File: src/rtl/dpram_port_arbiter.sv
// Two-requester front end for the 8x32 dual-port RAM: serialises same-address
// write conflicts with rotating priority and returns read data one cycle later.
module dpram_port_arbiter #(
  parameter int unsigned DATA_W = 32,
  parameter int unsigned ADDR_W = 3,
  parameter int unsigned CNT_W  = 16
) (
  input  logic              clk,
  input  logic              rst_n,

  input  logic              req0_valid,
  output logic              req0_ready,
  input  logic              req0_we,
  input  logic [ADDR_W-1:0] req0_addr,
  input  logic [DATA_W-1:0] req0_wdata,
  output logic              rsp0_valid,
  output logic [DATA_W-1:0] rsp0_rdata,

  input  logic              req1_valid,
  output logic              req1_ready,
  input  logic              req1_we,
  input  logic [ADDR_W-1:0] req1_addr,
  input  logic [DATA_W-1:0] req1_wdata,
  output logic              rsp1_valid,
  output logic [DATA_W-1:0] rsp1_rdata,

  output logic [ADDR_W-1:0] ADDR_A,
  output logic              WE_A,
  output logic [DATA_W-1:0] D_IN_A,
  input  logic [DATA_W-1:0] Q_OUT_A,

  output logic [ADDR_W-1:0] ADDR_B,
  output logic              WE_B,
  output logic [DATA_W-1:0] D_IN_B,
  input  logic [DATA_W-1:0] Q_OUT_B,

  output logic              prio,
  output logic [CNT_W-1:0]  conflict_cnt
);

  logic conflict;
  logic acc0;
  logic acc1;

  // Read/read to the same address is harmless; only a write makes it a collision.
  always_comb begin
    conflict = req0_valid & req1_valid & (req0_addr == req1_addr) & (req0_we | req1_we);
  end

  // Gating with rst_n keeps the RAM write enables low while reset is asserted.
  assign req0_ready = rst_n & (~conflict | ~prio);
  assign req1_ready = rst_n & (~conflict | prio);
  assign acc0       = req0_valid & req0_ready;
  assign acc1       = req1_valid & req1_ready;

  assign ADDR_A = req0_addr;
  assign D_IN_A = req0_wdata;
  assign WE_A   = acc0 & req0_we;
  assign ADDR_B = req1_addr;
  assign D_IN_B = req1_wdata;
  assign WE_B   = acc1 & req1_we;

  always_ff @(posedge clk or negedge rst_n) begin
    if (!rst_n) begin
      rsp0_valid <= 1'b0;
      rsp1_valid <= 1'b0;
    end else begin
      rsp0_valid <= acc0 & ~req0_we;
      rsp1_valid <= acc1 & ~req1_we;
    end
  end

  // Loser of a conflict wins the next one, bounding starvation to one cycle.
  always_ff @(posedge clk or negedge rst_n) begin
    if (!rst_n) begin
      prio         <= 1'b0;
      conflict_cnt <= '0;
    end else if (conflict) begin
      prio <= ~prio;
      if (conflict_cnt != {CNT_W{1'b1}}) begin
        conflict_cnt <= conflict_cnt + CNT_W'(1);
      end
    end
  end

  // RAM output is already registered, so the data lines up with rsp_valid.
  assign rsp0_rdata = rsp0_valid ? Q_OUT_A : '0;
  assign rsp1_rdata = rsp1_valid ? Q_OUT_B : '0;

endmodule

File: config.mk
export PLATFORM = sky130hd
export DESIGN_NAME = dpram_port_arbiter
export DESIGN_NICKNAME = d
export VERILOG_FILES = /design/src/rtl/dpram_port_arbiter.sv
export SDC_FILE = /design/constraint.sdc
export NUM_CORES = 1
export LEC_CHECK = 0
export ABC_AREA = 1
export BUFFER_PORTS_ARGS = -buffer_cell sky130_fd_sc_hd__buf_2
export CAP_MARGIN = 40
export CORE_AREA = 4 4 112 114
export CTS_CLUSTER_SIZE = 40
export DETAILED_ROUTE_END_ITERATION = 16
export DIE_AREA = 0 0 116 118
export GPL_TIMING_DRIVEN = 0
export SLEW_MARGIN = 5
export SYNTH_ARGS = -nofsm -noshare
export SYNTH_HDL_FRONTEND = slang
export SYNTH_SLANG_ARGS = --single-unit
File: constraint.sdc
create_clock -name clk -period 1.8 [get_ports clk]
set_input_delay 0.18 -clock clk [delete_from_list [all_inputs] [get_ports clk]]
set_output_delay 0.18 -clock clk [all_outputs]
set_load 0.01 [all_outputs]
* After elaboration in Yosys (flattened, before gate mapping)
Cells that the tools add are included.
Storage, ports and cells: flip-flop bits (word level) 19, word-level logic and storage cells 28, output and inout bits 157
Cells by class: mux-type cells 2, add/subtract/negate cells 1, bitwise operators 18, equality and inequality tests 2, reduce and logical (&&, ||, !) cells 1
Operators with widths (count):
- $mux 32 | 2
- $add 16x1->16 const B | 1
- $ne 16x16->1 const B | 1
- $and 1x1->1 | 11
- $not 1->1 | 4
- $eq 3x3->1 | 1
- $or 1x1->1 | 3
- $reduce_and 2->1 | 1

* Depth between registers and ports, before layout
Gate-level depths: netlist of run 1.
depth in word-level cells 8, gate-level depth with buffers 10

* Worst setup path before layout of run 1
OpenSTA, ideal clock, no wires.
path type reg-to-reg, start register conflict_cnt[0], end register conflict_cnt[3], clock period less this slack 1.484 ns, cell stages (with the launch flop) 10, data required time 1.682 ns, slack 0.316 ns, buffers on the path 1, setup time 0.118 ns, arrival time 1.366 ns, path through dfrtp_1 ha_1 nand3_2 inv_2 nand2_4 nor2_4 nor2_2 buf_6 nand2_1 o21ai_2
On the way: cells in the longest elaborated chain, start to end 2, elaborated cells on any way between the ends 3, classes of those cells 1 x add/sub; 1 x eq/ne; 1 x reduce/logical
Ends and longest elaborated chain:
- start: declaration | RTL line 38 | output logic [CNT_W-1:0] conflict_cnt
- start signal: assignment | RTL line 81 | conflict_cnt <= conflict_cnt + CNT_W'(1);
- parallel branches: the longest is 2 deep, another holds $add 16x1->16
Several ways; the timed one is not identified. A chain may end at the register's enable or synchronous reset.

* Worst setup path in the final report of run 1
start register rsp1_valid, end output port rsp1_rdata[14]
On the way: cells in the longest elaborated chain, start to end 1
Ends and longest elaborated chain:
- start: declaration | RTL line 24 | output logic rsp1_valid,
- start signal: assignment | RTL line 69 | rsp1_valid <= acc1 & ~req1_we;
- $mux 32 | RTL line 88 | assign rsp1_rdata = rsp1_valid ? Q_OUT_B : '0;
- end: declaration | RTL line 25 | output logic [DATA_W-1:0] rsp1_rdata,
No other way between the ends.

==> flow_summary.ini, run 1 <==
[critical_path]
worstSetupStartpoint = rsp1_valid$_DFF_PN0_
required_ns = 1.62
reg2regPathDepth = 9
critPathKind = register to primary output
critPathMaxStageDelay_ns = 0.43
crit_family = buffers and inverters
r2r_slack_ns = 0.24
rr_endpoint = conflict_cnt[13]$_DFFE_PN0P_
critPathMaxFanout = 10
end_kind = primary output
path_cells = clkbuf_1 > nand2_1 > inv_1 > buf_2
critPathSlowestCell = dfrtp_1
r2r_start = conflict_cnt[0]$_DFFE_PN0P_
critPathBufInv = 3
cp.arrival_ns = 1.42
startpoint_type = register

[floorplan]
rows = 39
ios = 297
die-area_um2 = 13690
start_util_pct = 20.29
core_um2 = 11420
die_h_um = 118
die_x_um = 116

[clock_network]
clk_path_buf_depth = 2
cts_root_buf = clkbuf_16
cts_sinks = 19
clk_latency_ns = 0.26
clk_pin_slew_ns = 0.06
cts_setup_buffers = 0
htree_levels = 1
cts_tree = yes
cts_made_buffers = 3

[logic_synthesis]
ys_warn_count = 0
synth_most_common_cell = nand2_1
synth.distinct_cells = 22
syn_inst = 398
synth_ff_type = dfrtp_1
yosys.area.top_type = nand2_1
synth.top_cell.area_share_pct = 24.62
syn_area_um2 = 2317
synth_nets = 539
yosysSeqAreaShare_pct = 20.52
synthTopCellsByArea = nand2_1, buf_4, dfrtp_1, inv_1, nor2_1
synth_seq_cells = 19
ys_top_cells_by_count = nand2_1, inv_1, buf_4, nor2_1, dfrtp_1
synthArstFlopShare_pct = 100.0
synth.avg_cell_area_um2 = 5.822
synth-edff-count = 0

[timing]
max-slew-margin-rel_pct = 71.74
worstMarginPinSlew_ns = 0.4238
fin_setup_tns_ns = 0
finalCriticalPeriod_ns = 1.595
hold_viol_final = 0
fin_crit_sh_pct = 88.62
layout_setup_ws_ns = 0.2048
slew_viol_final = 0
fin_skew_ns = 0.004714
finalSetupViolations = 0
max_freq_mhz = 626.9
rsz0062_at_grt = false

[power]
power.density_nw_per_um2 = 471.5
power.total_uw = 1775
leakage_uw = 0.002789
vdd.ir_drop.worst_mv = 0.3783

[global_route]
grt.total_usage_pct = 12.64
grt_pass1_wl_um = 14020
grt_pass1_vias = 2560
grt_max_degree = 20
antenna_found_initial = 0
grt-ovfl-total = 0

[placed_design]
hpwl_um = 8468
place_ws_ns = 0.2430
place.gp.congestion = 0.7989
placed_area_um2 = 3657
portBuffers = 232
dpl.cell_count = 773

[finish]
antenna_cells = 0
fin_nets = 778
finalNonFillerCells = 779
area_growth_pct = 62.47
drive_gt1_share_pct = 51.42
stdcell_area_um2 = 3765

[route]
drt_iter0_drc = 109
drt-vias-per-instance = 3.718
wl_per_cell_um = 12.58
dr.pass1.iters = 4
drc = 0
ant_nets = 0
via_count = 2896
routed_wl_um = 9799

[worst_hold_path]
hold_class = input port to register
hp-start = req1_we
min_delay_path_depth = 2
min_to = rsp1_valid$_DFF_PN0_

[status]
status = completed

[job]
cap_violations = 0
## power by group
part	total (µW)	internal (µW)	switching, µW	leakage (µW)
combinational	720	364	356	0.00250
sequential	567	485	81.4	0.000248
clock	489	301	187	0.0000371
total	1780	1150	625	0.00279
## how the worst max path moves through the flow
stage                                         endpoint  slack, ns  cells past startpoint
after floorplan            conflict_cnt[3]$_DFFE_PN0P_       0.32                      9
after global placement     conflict_cnt[8]$_DFFE_PN0P_       0.24                      9
after detailed placement  conflict_cnt[13]$_DFFE_PN0P_       0.24                      9
after CTS                               rsp0_rdata[26]       0.15                      4
after global routing                    rsp0_rdata[26]       0.03                      4
final                                   rsp1_rdata[14]       0.20                      4
## cells in the final DEF, fill, tap and decap left out
cell type	synthesis	layout
ha_1	1	1
clkinv_1	1	1
nand2_1	152	152
nand4_1	5	5
nor2_2	2	2
inv_2	5	5
nand2_2	1	1
nor2_1	22	22
nand2_4	2	2
buf_4	70	70
o21ai_0	2	2
nand3_1	11	11
dfrtp_1	19	19
clkbuf_16	0	3
dlygate4sd3_1	0	1
buf_6	2	2
o21ai_2	4	4
xor2_1	5	5
clkinvlp_4	0	1
buf_8	1	2
nand3_2	1	1
inv_1	83	83
nor2_4	2	2
clkbuf_1	6	6
buf_2	0	232
nand3b_1	1	1
## kinds of logic (layout without fill, tap and decap cells)
logic type / after synthesis / count (layout) / share of synthesized area, %
and+or+nand+nor: 199 / 199 / 35.42
buffers and inverters: 168 / 406 / 39.69
DFF: 19 / 19 / 20.52
AOI/OAI and AO/OA: 6 / 6 / 1.944
xor gates and xnor gates: 5 / 5 / 1.890
adders and majority gates: 1 / 1 / 0.5399
## per-layer routing
layer	part of all wire, %	vias to the layer above	track usage [%]
met5	0	-	0
met4	0.23	0	0.7252
met3	8.9	2	2.622
met2	51	125	22.91
met1	40	1235	15.94
li1	-	1534	-
## sequential cells by signal (all words and copies together) (netlist names)
signal / count
conflict_cnt: 16
prio: 1
rsp0_valid: 1
rsp1_valid: 1
## layout make-up
type	instances	area (µm²)
Buffer	79	585.6
Clock buffer	3	75.07
Clock inverter	1	7.507
Fill cell	1265	7654
Inverter	89	334.1
Multi-Input combinational cell	211	922.1
Sequential cell	19	475.5
Tap cell	143	178.9
Timing Repair Buffer	234	1186
## per-stage QoR
stage	utilization, %	hold WS (ns)
final	32.97	0.1043
after global routing	32.97	0.1094
after CTS	32.84	0.09362
after detailed placement	32.03	0.2008
after global placement	32.03	0.2001
after floorplan	-	-0.1156
## what timing repair did
action,in CTS,in global routing
endpoints found under the hold margin,19,0
resized for setup,0,0
hold buffers,1,0
Power figures use the tool's default switching activity.
==> inputs of run 2 (changes only) <==
Settings changed: CELL_PAD_IN_SITES_DETAIL_PLACEMENT set to 0, CELL_PAD_IN_SITES_GLOBAL_PLACEMENT set to 1, CORE_AREA 4 4 112 114 to not set, CORE_MARGIN set to 4, CORE_UTILIZATION set to 18, DIE_AREA 0 0 116 118 to not set, PLACE_DENSITY_LB_ADDON set to 0.1.
==> run 2 against run 1 <==
First-iteration DRC count down 26%. Clock skew up 0.0028 ns. Critical endpoint is now conflict_cnt[8]$_DFFE_PN0P_. Maximum frequency up 1.8%. Largest cell class unchanged. Setup slack better by 0.029 ns.
==> flow_summary.ini, run 2 (synthesis results as in run 1) <==
[critical_path]
critPathMaxFanout = 10
end_kind = register
r2r_slack_ns = 0.23
critPathMaxStageDelay_ns = 0.45
cp.arrival_ns = 1.71
startpoint_type = register
critPathKind = register to register
reg2regPathDepth = 9
path_cells = ha_1 > nand3_2 > inv_2 > nand2_4 > nor2_4 > nor2_2 > buf_6 > nand2_1 > o21ai_2
required_ns = 1.94
critPathSlowestCell = dfrtp_1

[floorplan]
die_x_um = 121.5
start_util_pct = 18.36
die_h_um = 121.5
die-area_um2 = 14750
rows = 41
core_um2 = 12620
ios = 297

[finish]
largest-register = conflict_cnt
area_growth_pct = 64.04
drive_gt1_share_pct = 51.42
final_cell_mix = buf_2, nand2_1, inv_1, buf_4, nor2_1
largest_reg_flops = 16
fin_nets = 778
layout_commonest_cell = buf_2

[timing]
worstMarginPinSlew_ns = 0.4920
layout_setup_ws_ns = 0.2336
finalSetupViolations = 0
fin_skew_ns = 0.007471
hold_viol_final = 0
slew_viol_final = 0
fin_setup_tns_ns = 0
finalCriticalPeriod_ns = 1.566
fin_crit_sh_pct = 87.02
rsz0062_at_grt = false
max-slew-margin-rel_pct = 67.09
max_freq_mhz = 638.4

[clock_network]
clk_path_buf_depth = 2
cts_tree = yes
htree_levels = 1
cts_sinks = 19
clk_latency_ns = 0.26
cts_setup_buffers = 0
cts_made_buffers = 3
clk_pin_slew_ns = 0.06
cts_root_buf = clkbuf_16

[placed_design]
place.gp.congestion = 0.7631
portBuffers = 232
place_ws_ns = 0.2239
hpwl_um = 8340

[power]
leakage_uw = 0.002793
power.density_nw_per_um2 = 461.8
vdd.ir_drop.worst_mv = 0.3884

[route]
routed_wl_um = 9594
drt_iter0_drc = 81
via_count = 2875
wl_per_cell_um = 11.86
drt-vias-per-instance = 3.554
dr.pass1.iters = 4
ant_nets = 0
drc = 0

[status]
status = completed

[global_route]
grt-ovfl-total = 0
grt_pass1_wl_um = 13940
grt_max_degree = 20
grt_pass1_vias = 2651
grt.total_usage_pct = 11.86
antenna_found_initial = 4

[job]
cap_violations = 0

[worst_hold_path]
min_delay_path_depth = 2
hold_class = input port to register
## run 2: power by group
part	leakage [µW]	total, µW	switching, µW	internal (µW)
Clock	0.0000409	476	178	299
Combinational	0.00250	712	348	364
Sequential	0.000248	567	81.3	486
Total	0.00279	1760	607	1150
## run 2: final timing paths
check / from / end
min in group asynchronous: rst_n / conflict_cnt[7]$_DFFE_PN0P_
worst max-delay path: conflict_cnt[0]$_DFFE_PN0P_ / conflict_cnt[8]$_DFFE_PN0P_
max in group asynchronous: rst_n / prio$_DFFE_PN0N_
worst max register to register: conflict_cnt[0]$_DFFE_PN0P_ / conflict_cnt[8]$_DFFE_PN0P_
worst min-delay path: req0_we / rsp0_valid$_DFF_PN0_
worst min register to register: prio$_DFFE_PN0N_ / prio$_DFFE_PN0N_
## run 2: timing repair
action	CTS	global route
gates resized for setup	0	0
hold endpoints to repair	19	0
hold buffers	1	0
## run 2: routing by layer
metal,wire (µm),share of wire [%],vias up,track usage [%]
li1,-,-,1540,-
met1,3304,34,1201,12.23
met2,5304,55,116,24.08
met3,866,9.0,12,3.263
met4,84,0.88,6,1.401
met5,34,0.35,-,0
## run 2: critical path: cells and delay by family (launching register included)
family	cells	cell delay [ns]
fa+ha+maj	1	0.23
flops	1	0.45
buf+inv	2	0.26
compound gates	1	0.05
simple gates	5	0.45
## run 2: stage by stage
stage / cells / power [µW] / utilization (%) / area [µm²] / hold slack [ns]
after floorplan: 398 / 963.9 / - / 2317 / -0.1156
after global placement: 802 / 1293 / 29.27 / 3694 / 0.2049
after detailed placement: 802 / 1296 / 29.27 / 3694 / 0.2042
after CTS: 807 / 1793 / 29.98 / 3784 / 0.09663
after global routing: 809 / 1891 / 30.12 / 3801 / 0.1139
final: 809 / 1755 / 30.12 / 3801 / 0.1011
## run 2: cell type report
class                           count  area (µm²)
Sequential cell                    19       475.5
Clock buffer                        3       75.07
Buffer                             79       585.6
Timing Repair Buffer              234        1186
Fill cell                        1430        8818
Inverter                           89       334.1
Multi-Input combinational cell    211       922.1
Antenna cell                        1       2.502
Tap cell                          172       215.2
Clock inverter                      1       5.005
==> inputs of run 3 (changes only) <==
Settings changed: CORE_UTILIZATION 18 to 20, PLACE_DENSITY set to 0.88, PLACE_DENSITY_LB_ADDON 0.1 to not set.
Clock period 1.8 ns to 1.95 ns, I/O delays scaled along.
==> run 3 against run 2 <==
Sequential share of layout area rose by 0.16 points. First-iteration DRC count rose by 9.9%. Utilization rose by 2.9 points. Hold slack improved by 0.015 ns. Total power fell by 6.8%. Count of clock-buffer cells in the layout did not move. Die area fell by 9.4%. Critical path type is now input port to primary output. Highest routed layer is now met4.
==> flow_summary.ini, run 3 (synthesis results as in run 1) <==
[status]
status = completed

[timing]
slew_viol_final = 0
finalCriticalPeriod_ns = 1.703
hold_viol_final = 0
fin_crit_sh_pct = 87.32
max-slew-margin-rel_pct = 69.39
fin_skew_ns = 0.002367
rsz0062_at_grt = false
worstMarginPinSlew_ns = 0.4592
finalSetupViolations = 0
max_freq_mhz = 587.3
fin_setup_tns_ns = 0

[route]
wl_met1_um = 3891
wl_met2_um = 4577
drt-vias-per-instance = 3.652
routed_wl_um = 9411
drt_iter0_drc = 89
ant_nets = 0
wl_per_cell_um = 12.10
highest_layer = met4
drc = 0
dr_wl_met3_um = 930
dr.pass1.iters = 4
via_count = 2841

[global_route]
grt_pass1_vias = 2408
antenna_found_initial = 0
grt_pass1_wl_um = 12900
grt_max_degree = 24
grt.total_usage_pct = 12.20
grt-ovfl-total = 0

[critical_path]
critPathMaxFanout = 23
reg2regPathDepth = 10
required_ns = 1.75
end_kind = primary output
r2r_slack_ns = 0.34
path_cells = dlygate4sd3_1 > clkbuf_4 > nand3_1 > nor2_1 > buf_2
critPathMaxStageDelay_ns = 0.53
rr_endpoint = conflict_cnt[5]$_DFFE_PN0P_
startpoint_type = input port
r2r_start = conflict_cnt[0]$_DFFE_PN0P_
critPathSlowestCell = dlygate4sd3_1
cp.arrival_ns = 1.51
critPathKind = input port to primary output

[floorplan]
ios = 297
core_um2 = 11370
start_util_pct = 20.38
die_h_um = 115.6
die_x_um = 115.6
rows = 39
die-area_um2 = 13370

[clock_network]
clk_pin_slew_ns = 0.06
clk_latency_ns = 0.26
cts_made_buffers = 3
cts_root_buf = clkbuf_16
clk_path_buf_depth = 2
htree_levels = 1
cts_setup_buffers = 0
cts_sinks = 19
cts_tree = yes

[finish]
drive_gt1_share_pct = 51.34
final_cell_mix = buf_2, nand2_1, inv_1, buf_4, nor2_1
area_growth_pct = 61.93
largest-register = conflict_cnt
antenna_cells = 0
finalNonFillerCells = 778
layout_commonest_cell = buf_2
fin_nets = 777
largest_reg_flops = 16

[placed_design]
place.gp.congestion = 0.7853
dpl.cell_count = 773
hpwl_um = 8186
portBuffers = 232

[worst_hold_path]
hold_class = input port to register
hp-start = req0_we
min_to = rsp0_valid$_DFF_PN0_
min_delay_path_depth = 2

[power]
power.total_uw = 1636
power.density_nw_per_um2 = 436.0
vdd.ir_drop.worst_mv = 0.3856
leakage_uw = 0.002782

[job]
cap_violations = 0
==> run 3: changes by cell type in the layout (fill, tap and decap cells not counted) <==
cell	delta
buf_8	-1
clkbuf_4	+1
clkinv_2	-1
clkinvlp_4	+1
buf_2	-1
diode_2	-1
==> run 3: critical path: cells and delay by family <==
kind                   cells  cell delay (ns)
buffers and inverters      3             1.02
AND/OR/NAND/NOR            2             0.29
==> run 3: worst max-delay path by stage <==
stage / startpoint / end / slack, ns / cells past startpoint
final: rst_n / WE_A / 0.25 / 5
after global routing: rst_n / WE_B / 0.09 / 5
after CTS: rst_n / WE_A / 0.03 / 5
after detailed placement: conflict_cnt[0]$_DFFE_PN0P_ / conflict_cnt[3]$_DFFE_PN0P_ / 0.37 / 9
after global placement: conflict_cnt[0]$_DFFE_PN0P_ / conflict_cnt[8]$_DFFE_PN0P_ / 0.38 / 9
after floorplan: conflict_cnt[0]$_DFFE_PN0P_ / conflict_cnt[3]$_DFFE_PN0P_ / 0.47 / 9
==> run 3: stage by stage <==
step           utilization (%)  setup WS [ns]  hold WS (ns)  instance area [µm²]
3_5_place_dp             32.17         0.3684        0.2189                 3657
2_1_floorplan                -         0.4662       -0.1006                 2317
6_report                 33.00         0.2472        0.1165                 3752
4_1_cts                  32.98        0.03206        0.1129                 3750
5_1_grt                  33.00        0.09082        0.1268                 3752
3_3_place_gp             32.17         0.3819        0.2171                 3657
==> run 3: cell type report <==
class                      count  area, µm²
fill                        1281       7617
timing repair buffer         233       1174
multi-input combinational    211      922.1
buffer                        79      585.6
sequential                    19      475.5
inverter                      89      334.1
tap                          143      178.9
clock buffer                   3      75.07
clock inverter                 1      7.507
==> run 3: power breakdown <==
part           leakage, µW  total (µW)  switching [µW]  internal (µW)
combinational      0.00250         659             326            333
sequential        0.000248         523            75.4            448
clock            0.0000371         453             175            278
total              0.00278        1640             577           1060
==> run 3: routing by layer <==
layer	global-route usage (%)	vias up
met3	2.454	2
met5	0	-
met2	20.37	115
li1	-	1535
met1	16.79	1189
met4	1.624	0
==> run 3: timing repair <==
action                                  in CTS  in global routing
resized for setup                            0                  1
endpoints found under the setup margin       0                  2
hold endpoints to repair                    19                  0
hold buffers                                 1                  0
